$ cat src/rtl/mips_bus_arbiter_pkg.sv
// mips_bus_pkg: shared types and bus constants for the CPU memory-bus arbiter.
// Exports: arb_state_t (arbiter FSM states), req_id_t (requester identity),
//          BUS_ADDR_W / BUS_DATA_W / BUS_BE_W default bus geometry.
package mips_bus_pkg;

  localparam int BUS_ADDR_W = 32;
  localparam int BUS_DATA_W = 32;
  localparam int BUS_BE_W   = BUS_DATA_W / 8;

  typedef enum logic [2:0] {
    IDLE,
    BUSY_I,
    BUSY_D,
    RESP_I,
    RESP_D
  } arb_state_t;

  typedef enum logic {
    REQ_I,
    REQ_D
  } req_id_t;

endpackage

$ cat src/rtl/mips_bus_arbiter_if.sv
// mips_bus_arbiter_if: one Avalon-style fixed-latency memory port.
// Signals: address/read/write/writedata/byteenable (initiator -> target),
//          waitrequest/readdata/readdatavalid (target -> initiator).
// Modports: master = initiator side, slave = target side.
interface mips_bus_arbiter_if
  import mips_bus_pkg::*;
#(
  parameter int ADDR_W = BUS_ADDR_W,
  parameter int DATA_W = BUS_DATA_W
) ();

  logic [ADDR_W-1:0]   address;
  logic                read;
  logic                write;
  logic [DATA_W-1:0]   writedata;
  logic [DATA_W/8-1:0] byteenable;
  logic                waitrequest;
  logic [DATA_W-1:0]   readdata;
  logic                readdatavalid;

  modport master (
    output address, read, write, writedata, byteenable,
    input  waitrequest, readdata, readdatavalid
  );

  modport slave (
    input  address, read, write, writedata, byteenable,
    output waitrequest, readdata, readdatavalid
  );

endinterface

$ cat src/rtl/mips_bus_arbiter.sv
// mips_bus_arbiter: shares one memory bus between instruction fetch (I) and
// load/store (D), round-robin on ties, grant held until the transaction ends.
// Ports: clk, reset (sync, active low); i_bus/d_bus = requester ports (slave);
//        mem_bus = shared memory bus (master). readdata fans out to both
//        requesters, only the readdatavalid pulse is routed.
module mips_bus_arbiter
  import mips_bus_pkg::*;
#(
  parameter int ADDR_W       = BUS_ADDR_W,
  parameter int DATA_W       = BUS_DATA_W,
  parameter int READ_LATENCY = 1
) (
  input  logic               clk,
  input  logic               reset,
  mips_bus_arbiter_if.slave  i_bus,
  mips_bus_arbiter_if.slave  d_bus,
  mips_bus_arbiter_if.master mem_bus
);

  localparam int BE_W  = DATA_W / 8;
  localparam int CNT_W = (READ_LATENCY > 1) ? $clog2(READ_LATENCY) : 1;
  localparam logic [CNT_W-1:0] CNT_LOAD = CNT_W'(READ_LATENCY - 1);

  arb_state_t       state, state_nxt;
  req_id_t          last_grant, last_grant_nxt;
  logic [CNT_W-1:0] cnt, cnt_nxt;

  logic i_req, d_req;
  assign i_req = i_bus.read | i_bus.write;
  assign d_req = d_bus.read | d_bus.write;

  // Fields of whichever requester owns the bus in BUSY_x.
  logic              sel_i;
  logic [ADDR_W-1:0] sel_address;
  logic              sel_read, sel_write;
  logic [DATA_W-1:0] sel_writedata;
  logic [BE_W-1:0]   sel_byteenable;

  assign sel_i          = (state == BUSY_I);
  assign sel_address    = sel_i ? i_bus.address    : d_bus.address;
  assign sel_read       = sel_i ? i_bus.read       : d_bus.read;
  assign sel_write      = sel_i ? i_bus.write      : d_bus.write;
  assign sel_writedata  = sel_i ? i_bus.writedata  : d_bus.writedata;
  assign sel_byteenable = sel_i ? i_bus.byteenable : d_bus.byteenable;

  assign i_bus.readdata = mem_bus.readdata;
  assign d_bus.readdata = mem_bus.readdata;

  always_ff @(posedge clk) begin
    if (!reset) begin
      state      <= IDLE;
      last_grant <= REQ_D;
      cnt        <= '0;
    end else begin
      state      <= state_nxt;
      last_grant <= last_grant_nxt;
      cnt        <= cnt_nxt;
    end
  end

  always_comb begin
    state_nxt           = state;
    last_grant_nxt      = last_grant;
    cnt_nxt             = cnt;
    mem_bus.address     = '0;
    mem_bus.read        = 1'b0;
    mem_bus.write       = 1'b0;
    mem_bus.writedata   = '0;
    mem_bus.byteenable  = '0;
    i_bus.waitrequest   = 1'b1;
    d_bus.waitrequest   = 1'b1;
    i_bus.readdatavalid = 1'b0;
    d_bus.readdatavalid = 1'b0;

    // While reset is held the outputs stay at their idle values, so a
    // response due in the same cycle is suppressed rather than leaking out.
    if (reset) begin
      unique case (state)
        IDLE: begin
          if (i_req && (!d_req || last_grant == REQ_D)) begin
            state_nxt      = BUSY_I;
            last_grant_nxt = REQ_I;
          end else if (d_req) begin
            state_nxt      = BUSY_D;
            last_grant_nxt = REQ_D;
          end
        end

        BUSY_I, BUSY_D: begin
          mem_bus.address    = sel_address;
          mem_bus.write      = sel_write;
          // read+write together is forwarded as a plain write.
          mem_bus.read       = sel_read & ~sel_write;
          mem_bus.writedata  = sel_writedata;
          mem_bus.byteenable = sel_byteenable;
          if (sel_i) i_bus.waitrequest = mem_bus.waitrequest;
          else       d_bus.waitrequest = mem_bus.waitrequest;

          if (!(sel_read || sel_write)) begin
            // Requester abandoned the request: release without a bus access.
            state_nxt = IDLE;
          end else if (!mem_bus.waitrequest) begin
            if (sel_write) begin
              state_nxt = IDLE;
            end else begin
              state_nxt = sel_i ? RESP_I : RESP_D;
              cnt_nxt   = CNT_LOAD;
            end
          end
        end

        RESP_I, RESP_D: begin
          if (cnt != '0) begin
            cnt_nxt = cnt - 1'b1;
          end else begin
            if (state == RESP_I) i_bus.readdatavalid = 1'b1;
            else                 d_bus.readdatavalid = 1'b1;
            state_nxt = IDLE;
          end
        end

        default: state_nxt = IDLE;
      endcase
    end
  end

  logic illegal_rw;
  assign illegal_rw = (state == BUSY_I || state == BUSY_D) && sel_read && sel_write;

  assert property (@(posedge clk) disable iff (!reset) !illegal_rw);

endmodule
$ cat src/flat_wrapper.sv
// flat-port wrapper written by rule: the top's interface ports become plain ports
module mips_bus_arbiter_flat import mips_bus_pkg::*;
#(
  parameter int ADDR_W       = BUS_ADDR_W,
  parameter int DATA_W       = BUS_DATA_W,
  parameter int READ_LATENCY = 1
)
  (clk, reset, i_bus_address, i_bus_read, i_bus_write, i_bus_writedata, i_bus_byteenable, i_bus_waitrequest, i_bus_readdata, i_bus_readdatavalid, d_bus_address, d_bus_read, d_bus_write, d_bus_writedata, d_bus_byteenable, d_bus_waitrequest, d_bus_readdata, d_bus_readdatavalid, mem_bus_address, mem_bus_read, mem_bus_write, mem_bus_writedata, mem_bus_byteenable, mem_bus_waitrequest, mem_bus_readdata, mem_bus_readdatavalid);
  mips_bus_arbiter_if #(.ADDR_W(ADDR_W), .DATA_W(DATA_W)) i_bus_i ();
  mips_bus_arbiter_if #(.ADDR_W(ADDR_W), .DATA_W(DATA_W)) d_bus_i ();
  mips_bus_arbiter_if #(.ADDR_W(ADDR_W), .DATA_W(DATA_W)) mem_bus_i ();
  input  logic clk;
  input  logic reset;
  input wire logic [$bits(i_bus_i.address)-1:0] i_bus_address;
  input wire logic [$bits(i_bus_i.read)-1:0] i_bus_read;
  input wire logic [$bits(i_bus_i.write)-1:0] i_bus_write;
  input wire logic [$bits(i_bus_i.writedata)-1:0] i_bus_writedata;
  input wire logic [$bits(i_bus_i.byteenable)-1:0] i_bus_byteenable;
  output wire logic [$bits(i_bus_i.waitrequest)-1:0] i_bus_waitrequest;
  output wire logic [$bits(i_bus_i.readdata)-1:0] i_bus_readdata;
  output wire logic [$bits(i_bus_i.readdatavalid)-1:0] i_bus_readdatavalid;
  input wire logic [$bits(d_bus_i.address)-1:0] d_bus_address;
  input wire logic [$bits(d_bus_i.read)-1:0] d_bus_read;
  input wire logic [$bits(d_bus_i.write)-1:0] d_bus_write;
  input wire logic [$bits(d_bus_i.writedata)-1:0] d_bus_writedata;
  input wire logic [$bits(d_bus_i.byteenable)-1:0] d_bus_byteenable;
  output wire logic [$bits(d_bus_i.waitrequest)-1:0] d_bus_waitrequest;
  output wire logic [$bits(d_bus_i.readdata)-1:0] d_bus_readdata;
  output wire logic [$bits(d_bus_i.readdatavalid)-1:0] d_bus_readdatavalid;
  output wire logic [$bits(mem_bus_i.address)-1:0] mem_bus_address;
  output wire logic [$bits(mem_bus_i.read)-1:0] mem_bus_read;
  output wire logic [$bits(mem_bus_i.write)-1:0] mem_bus_write;
  output wire logic [$bits(mem_bus_i.writedata)-1:0] mem_bus_writedata;
  output wire logic [$bits(mem_bus_i.byteenable)-1:0] mem_bus_byteenable;
  input wire logic [$bits(mem_bus_i.waitrequest)-1:0] mem_bus_waitrequest;
  input wire logic [$bits(mem_bus_i.readdata)-1:0] mem_bus_readdata;
  input wire logic [$bits(mem_bus_i.readdatavalid)-1:0] mem_bus_readdatavalid;
  assign i_bus_i.address = i_bus_address;
  assign i_bus_i.read = i_bus_read;
  assign i_bus_i.write = i_bus_write;
  assign i_bus_i.writedata = i_bus_writedata;
  assign i_bus_i.byteenable = i_bus_byteenable;
  assign i_bus_waitrequest = i_bus_i.waitrequest;
  assign i_bus_readdata = i_bus_i.readdata;
  assign i_bus_readdatavalid = i_bus_i.readdatavalid;
  assign d_bus_i.address = d_bus_address;
  assign d_bus_i.read = d_bus_read;
  assign d_bus_i.write = d_bus_write;
  assign d_bus_i.writedata = d_bus_writedata;
  assign d_bus_i.byteenable = d_bus_byteenable;
  assign d_bus_waitrequest = d_bus_i.waitrequest;
  assign d_bus_readdata = d_bus_i.readdata;
  assign d_bus_readdatavalid = d_bus_i.readdatavalid;
  assign mem_bus_address = mem_bus_i.address;
  assign mem_bus_read = mem_bus_i.read;
  assign mem_bus_write = mem_bus_i.write;
  assign mem_bus_writedata = mem_bus_i.writedata;
  assign mem_bus_byteenable = mem_bus_i.byteenable;
  assign mem_bus_i.waitrequest = mem_bus_waitrequest;
  assign mem_bus_i.readdata = mem_bus_readdata;
  assign mem_bus_i.readdatavalid = mem_bus_readdatavalid;
  mips_bus_arbiter #(.ADDR_W(ADDR_W), .DATA_W(DATA_W), .READ_LATENCY(READ_LATENCY)) u_core (.clk(clk), .reset(reset), .i_bus(i_bus_i), .d_bus(d_bus_i), .mem_bus(mem_bus_i));
endmodule
$ cat config.mk
export PLATFORM = sky130hd
export DESIGN_NAME = mips_bus_arbiter_flat
export DESIGN_NICKNAME = d
export VERILOG_FILES = /design/src/rtl/mips_bus_arbiter_pkg.sv /design/src/rtl/mips_bus_arbiter_if.sv /design/src/rtl/mips_bus_arbiter.sv /design/src/flat_wrapper.sv
export SDC_FILE = /design/constraint.sdc
export NUM_CORES = 1
export LEC_CHECK = 0
export BUFFER_PORTS_ARGS = -buffer_cell sky130_fd_sc_hd__buf_4
export CAP_MARGIN = 10
export CORE_AREA = 2 2 121 123
export CTS_CLUSTER_SIZE = 25
export DETAILED_ROUTE_END_ITERATION = 10
export DIE_AREA = 0 0 123 125
export GPL_ROUTABILITY_DRIVEN = 0
export SYNTH_ARGS = -nofsm -noshare
export SYNTH_HDL_FRONTEND = slang
export SYNTH_SLANG_ARGS = --single-unit
$ cat constraint.sdc
create_clock -name clk -period 1.64 [get_ports clk]
set_input_delay 0.492 -clock clk [delete_from_list [all_inputs] [get_ports clk]]
set_output_delay 0.492 -clock clk [all_outputs]
set_load 0.02 [all_outputs]
==> metrics.yaml <==
power:
  pwr_density_cell_nw_per_um2: 696
  p_leak_nw: 2.07
  power_report.internal_total_w: 0.00155
  comb_power_share_pct: 82.0
  power.total_w: 0.00291
  max-vdd-ir-drop_mv: 0.487
  clock_power_share_pct: 13.2
  netSwitchingFraction_pct: 46.8
  netSwitchingPower_w: 0.00136
  power_frac_seq_pct: 4.8
worst_setup_path:
  cp_cell_sequence: "or3b_4 -> buf_12 -> nand2_1 -> a21oi_2 -> buf_4"
  timing.reg2reg.worst_path_depth: 5
  critical_path_data_arrival_time_ns: 1.60
  criticalPathCategory: "register to primary output"
  critical_path.max_fanout: 39
  setup.worst_path.start_class: "register"
  crit_path_top_delay_cell: "sky130_fd_sc_hd__or3b_4"
  crit_required_ns: 1.15
  critical_path.endpoint_type: "primary output"
  critical_path_buf_inv_count: 2
  rr_startpoint: "u_core.state[2]$_SDFFE_PN0P_"
  critPathTopFamily: "simple AND/OR/NAND/NOR gates"
  worst-r2r-setup-slack_ns: 0.28
  r2r_path_end: "u_core.state[2]$_SDFFE_PN0P_"
  timing.critical_path.slowest_cell_delay_ns: 0.44
sta:
  period_share_pct: 128
  fin_worst_skew_ns: 0.000841
  report.final.setup_viol: 72
  final-hold-violation-count: 0
  slew_headroom_pct: 81.2
  timing.final.max_slew_violations: 0
  fmax_mhz: 477
  timing_worst_slew_pin_value_ns: 0.280
  setup_slack_ns: -0.456
  worst_hold_margin_ns: 0.517
  rsz0062_at_grt: "yes"
  finalWorstPathRequiredPeriod_ns: 2.10
synth:
  ys_ff_latch: 4
  synth.lib_cells_used.distinct: 26
  post_synth_instance_area_sq_um: 1880
  postSynthNetCount: 512
  synth.yosys.seq_area_share_pct: 4.27
  yosys_warnings: 0
  post_synth_inst_count: 336
  synth_top_cell_by_area: "sky130_fd_sc_hd__nand2_1"
  synth.top_cells.by_area: "sky130_fd_sc_hd__nand2_1, sky130_fd_sc_hd__buf_4, sky130_fd_sc_hd__a21oi_1, sky130_fd_sc_hd__buf_6, sky130_fd_sc_hd__dfxtp_1"
  yosys.area.top_type_share_pct: 28.0
  post_synth.cell_area_avg_sq_um: 5.59
placed_design:
  dp.cells: 671
  dp_hpwl_mm: 6.78
  post-place-ws_ns: -0.298
  place.port_buffers: 216
grt:
  antenna_found_initial: 0
  grt.overflow.total: 0
  groute.usage.overall_pct: 10.1
  grt_pass1_wl_mm: 12.6
  grt_start_max_net_pins: 41
  number_of_global_route_vias_before_repair: 2405
route:
  dr_total_vias: 2705
  detail_route.wl_per_cell_microns: 13.5
  drt.antenna.violating_nets: 0
  number_of_design_rule_violations_left_after_detail_routing: 0
  detail_route.first_pass.iterations: 4
  routed_wirelength_mm: 9.21
  viasPerCell: 3.97
  detailedRoute.firstIterationViolations: 114
clock_tree:
  cts_tree: "built"
  root_buffer: "sky130_fd_sc_hd__clkbuf_16"
  cts_max_level: 1
  clkLatencyLatePin_ns: 0.23
  cts_buffer_depth: 2
  cts_made_buffers: 3
  clock-sinks: 4
  register_clock_pin_slew_on_the_reported_worst_setup_and_hold_paths_ns: 0.03
floorplan:
  core_sq_um: 14200
  io_pins: 314
  core.rowCount: 44
  die-area_sq_um: 15400
  initial_standard_cell_utilization_of_the_core_pct: 13.2
  die_width_microns: 123
  floorplan.die.height_microns: 125
cells_and_area:
  final_nets: 675
  layout.filler_cells: 1548
  areaGrowthSynthToFinish_pct: 123
  count_of_inserted_antenna_diode_cells: 0
  layout.area.seq_sq_um: 88.8
  drive_above_1_share_pct: 72.2
  final_cells: 681
  multi_input_gate_area_in_the_final_layout_sq_um: 1660
job:
  max-cap-violations: 0
worst_hold_path:
  worst_hold_startpoint: "u_core.last_grant$_SDFFE_PN1P_"
  hold_end: "u_core.last_grant$_SDFFE_PN1P_"
  hold_path_class: "register to register"
  hold_path_depth: 2
status:
  run_status: "complete, but fails checks"
  violations: "negative setup slack"
[cells by family (layout without fill, tap and decap cells)]
kind of cell    count (synthesis)  count (layout)  synth area share, %
compound gates                 76              76                 21.1
simple gates                  164             164                 36.1
xor+xnor                        2               2                0.934
flops                           4               4                 4.27
buf+inv                        90             251                 37.6
[power by group through the flow]
stage / clock network [W] / registers [W] / logic, W
after floorplan: 0 / 0.000125 / 0.00137
after detailed placement: 0 / 0.000134 / 0.00194
after global routing: 0.000400 / 0.000142 / 0.00255
after global placement: 0 / 0.000134 / 0.00194
after CTS: 0.000393 / 0.000138 / 0.00206
final: 0.000384 / 0.000139 / 0.00239
[cell usage after synthesis]
cell and instances:
sky130_fd_sc_hd__clkbuf_1 7, sky130_fd_sc_hd__xnor2_1 1, sky130_fd_sc_hd__nor2_1 4, sky130_fd_sc_hd__nor3b_1 1
sky130_fd_sc_hd__a21oi_1 70, sky130_fd_sc_hd__nand3_1 3, sky130_fd_sc_hd__xor2_1 1, sky130_fd_sc_hd__and3_1 2
sky130_fd_sc_hd__a21oi_2 1, sky130_fd_sc_hd__a32oi_1 1, sky130_fd_sc_hd__o311a_1 1, sky130_fd_sc_hd__or3b_1 1
sky130_fd_sc_hd__nand3b_4 1, sky130_fd_sc_hd__nor4_1 1, sky130_fd_sc_hd__or2_2 1, sky130_fd_sc_hd__o21ai_0 2
sky130_fd_sc_hd__nand2_1 140, sky130_fd_sc_hd__dfxtp_1 4, sky130_fd_sc_hd__buf_6 16, sky130_fd_sc_hd__buf_4 66
sky130_fd_sc_hd__o32ai_1 1, sky130_fd_sc_hd__nor3_1 5, sky130_fd_sc_hd__nor2b_1 1, sky130_fd_sc_hd__nand3b_1 3
sky130_fd_sc_hd__inv_1 1, sky130_fd_sc_hd__or3_1 1
[stage by stage]
| stage | setup TNS (ns) | utilization (%) | area [sq um] |
|---|---|---|---|
| detailed placement | -15.24 | 24.6 | 3500 |
| floorplan | -10.68 | - | 2090 |
| finish | -27.40 | 29.4 | 4180 |
| CTS | -28.10 | 26.0 | 3690 |
| global placement | -15.18 | 24.6 | 3500 |
| global route | -31.15 | 29.4 | 4180 |
[worst reg2reg max path, stage by stage (launching register included)]
cell and delay (ns):
sky130_fd_sc_hd__dfxtp_2 0.34, sky130_fd_sc_hd__or3b_4 0.44, sky130_fd_sc_hd__buf_12 0.20, sky130_fd_sc_hd__nand3b_4 0.12, sky130_fd_sc_hd__buf_4 0.10, sky130_fd_sc_hd__nor3_1 0.04
[placed cells by master (no fill, tap or decap), types with 2 or more instances in the layout]
cell	n
sky130_fd_sc_hd__nand2_2	17
sky130_fd_sc_hd__a21oi_4	11
sky130_fd_sc_hd__nor2_1	4
sky130_fd_sc_hd__buf_6	20
sky130_fd_sc_hd__nand2_4	30
sky130_fd_sc_hd__nand2_1	93
sky130_fd_sc_hd__nand3_1	2
sky130_fd_sc_hd__a21oi_2	40
sky130_fd_sc_hd__buf_12	10
sky130_fd_sc_hd__nand3b_1	3
sky130_fd_sc_hd__a21oi_1	20
sky130_fd_sc_hd__buf_4	213
sky130_fd_sc_hd__o21ai_0	2
sky130_fd_sc_hd__clkbuf_16	5
sky130_fd_sc_hd__dfxtp_4	2
sky130_fd_sc_hd__nor3_1	5
[registers in the layout, summed over array words and instances (netlist names)]
name               cells
u_core.last_grant      1
u_core.state           3
[area by class of cell]
type,count,share of cell area [%]
Timing Repair Buffer,247,50.7
Multi-Input combinational cell,242,39.8
Tap cell,184,5.51
Sequential cell,4,2.13
Clock buffer,3,1.80
Inverter,1,0.0898
[per-layer routing]
metal | global-route usage (%) | vias up | routed length (microns) | part of all wire (%)
met5 | 0 | - | 0 | 0
met4 | 3.61 | 0 | 259 | 2.8
met3 | 3.51 | 34 | 877 | 9.5
met2 | 16.2 | 133 | 4370 | 47
met1 | 12.5 | 1190 | 3700 | 40
li1 | - | 1348 | - | -
[how the worst max path moves through the flow]
stage	end	slack [ns]	cells past startpoint	start
finish	mem_bus_byteenable[0]	-0.46	5	u_core.state[2]$_SDFFE_PN0P_
floorplan	mem_bus_address[0]	-0.17	4	reset
global placement	mem_bus_write	-0.30	7	reset
CTS	mem_bus_byteenable[1]	-0.45	5	u_core.state[2]$_SDFFE_PN0P_
detailed placement	mem_bus_writedata[7]	-0.30	6	reset
global route	mem_bus_writedata[30]	-0.48	7	u_core.state[0]$_SDFFE_PN0P_
[repair_timing]
action | in CTS | in global routing
hold buffers | 0 | 0
gates cloned | 1 | 2
resized for setup | 21 | 110
endpoints found under the setup margin | 73 | 74
pin swaps | 0 | 37
buffers inserted | 2 | 2
No activity file was read; power rests on OpenSTA's default activity.
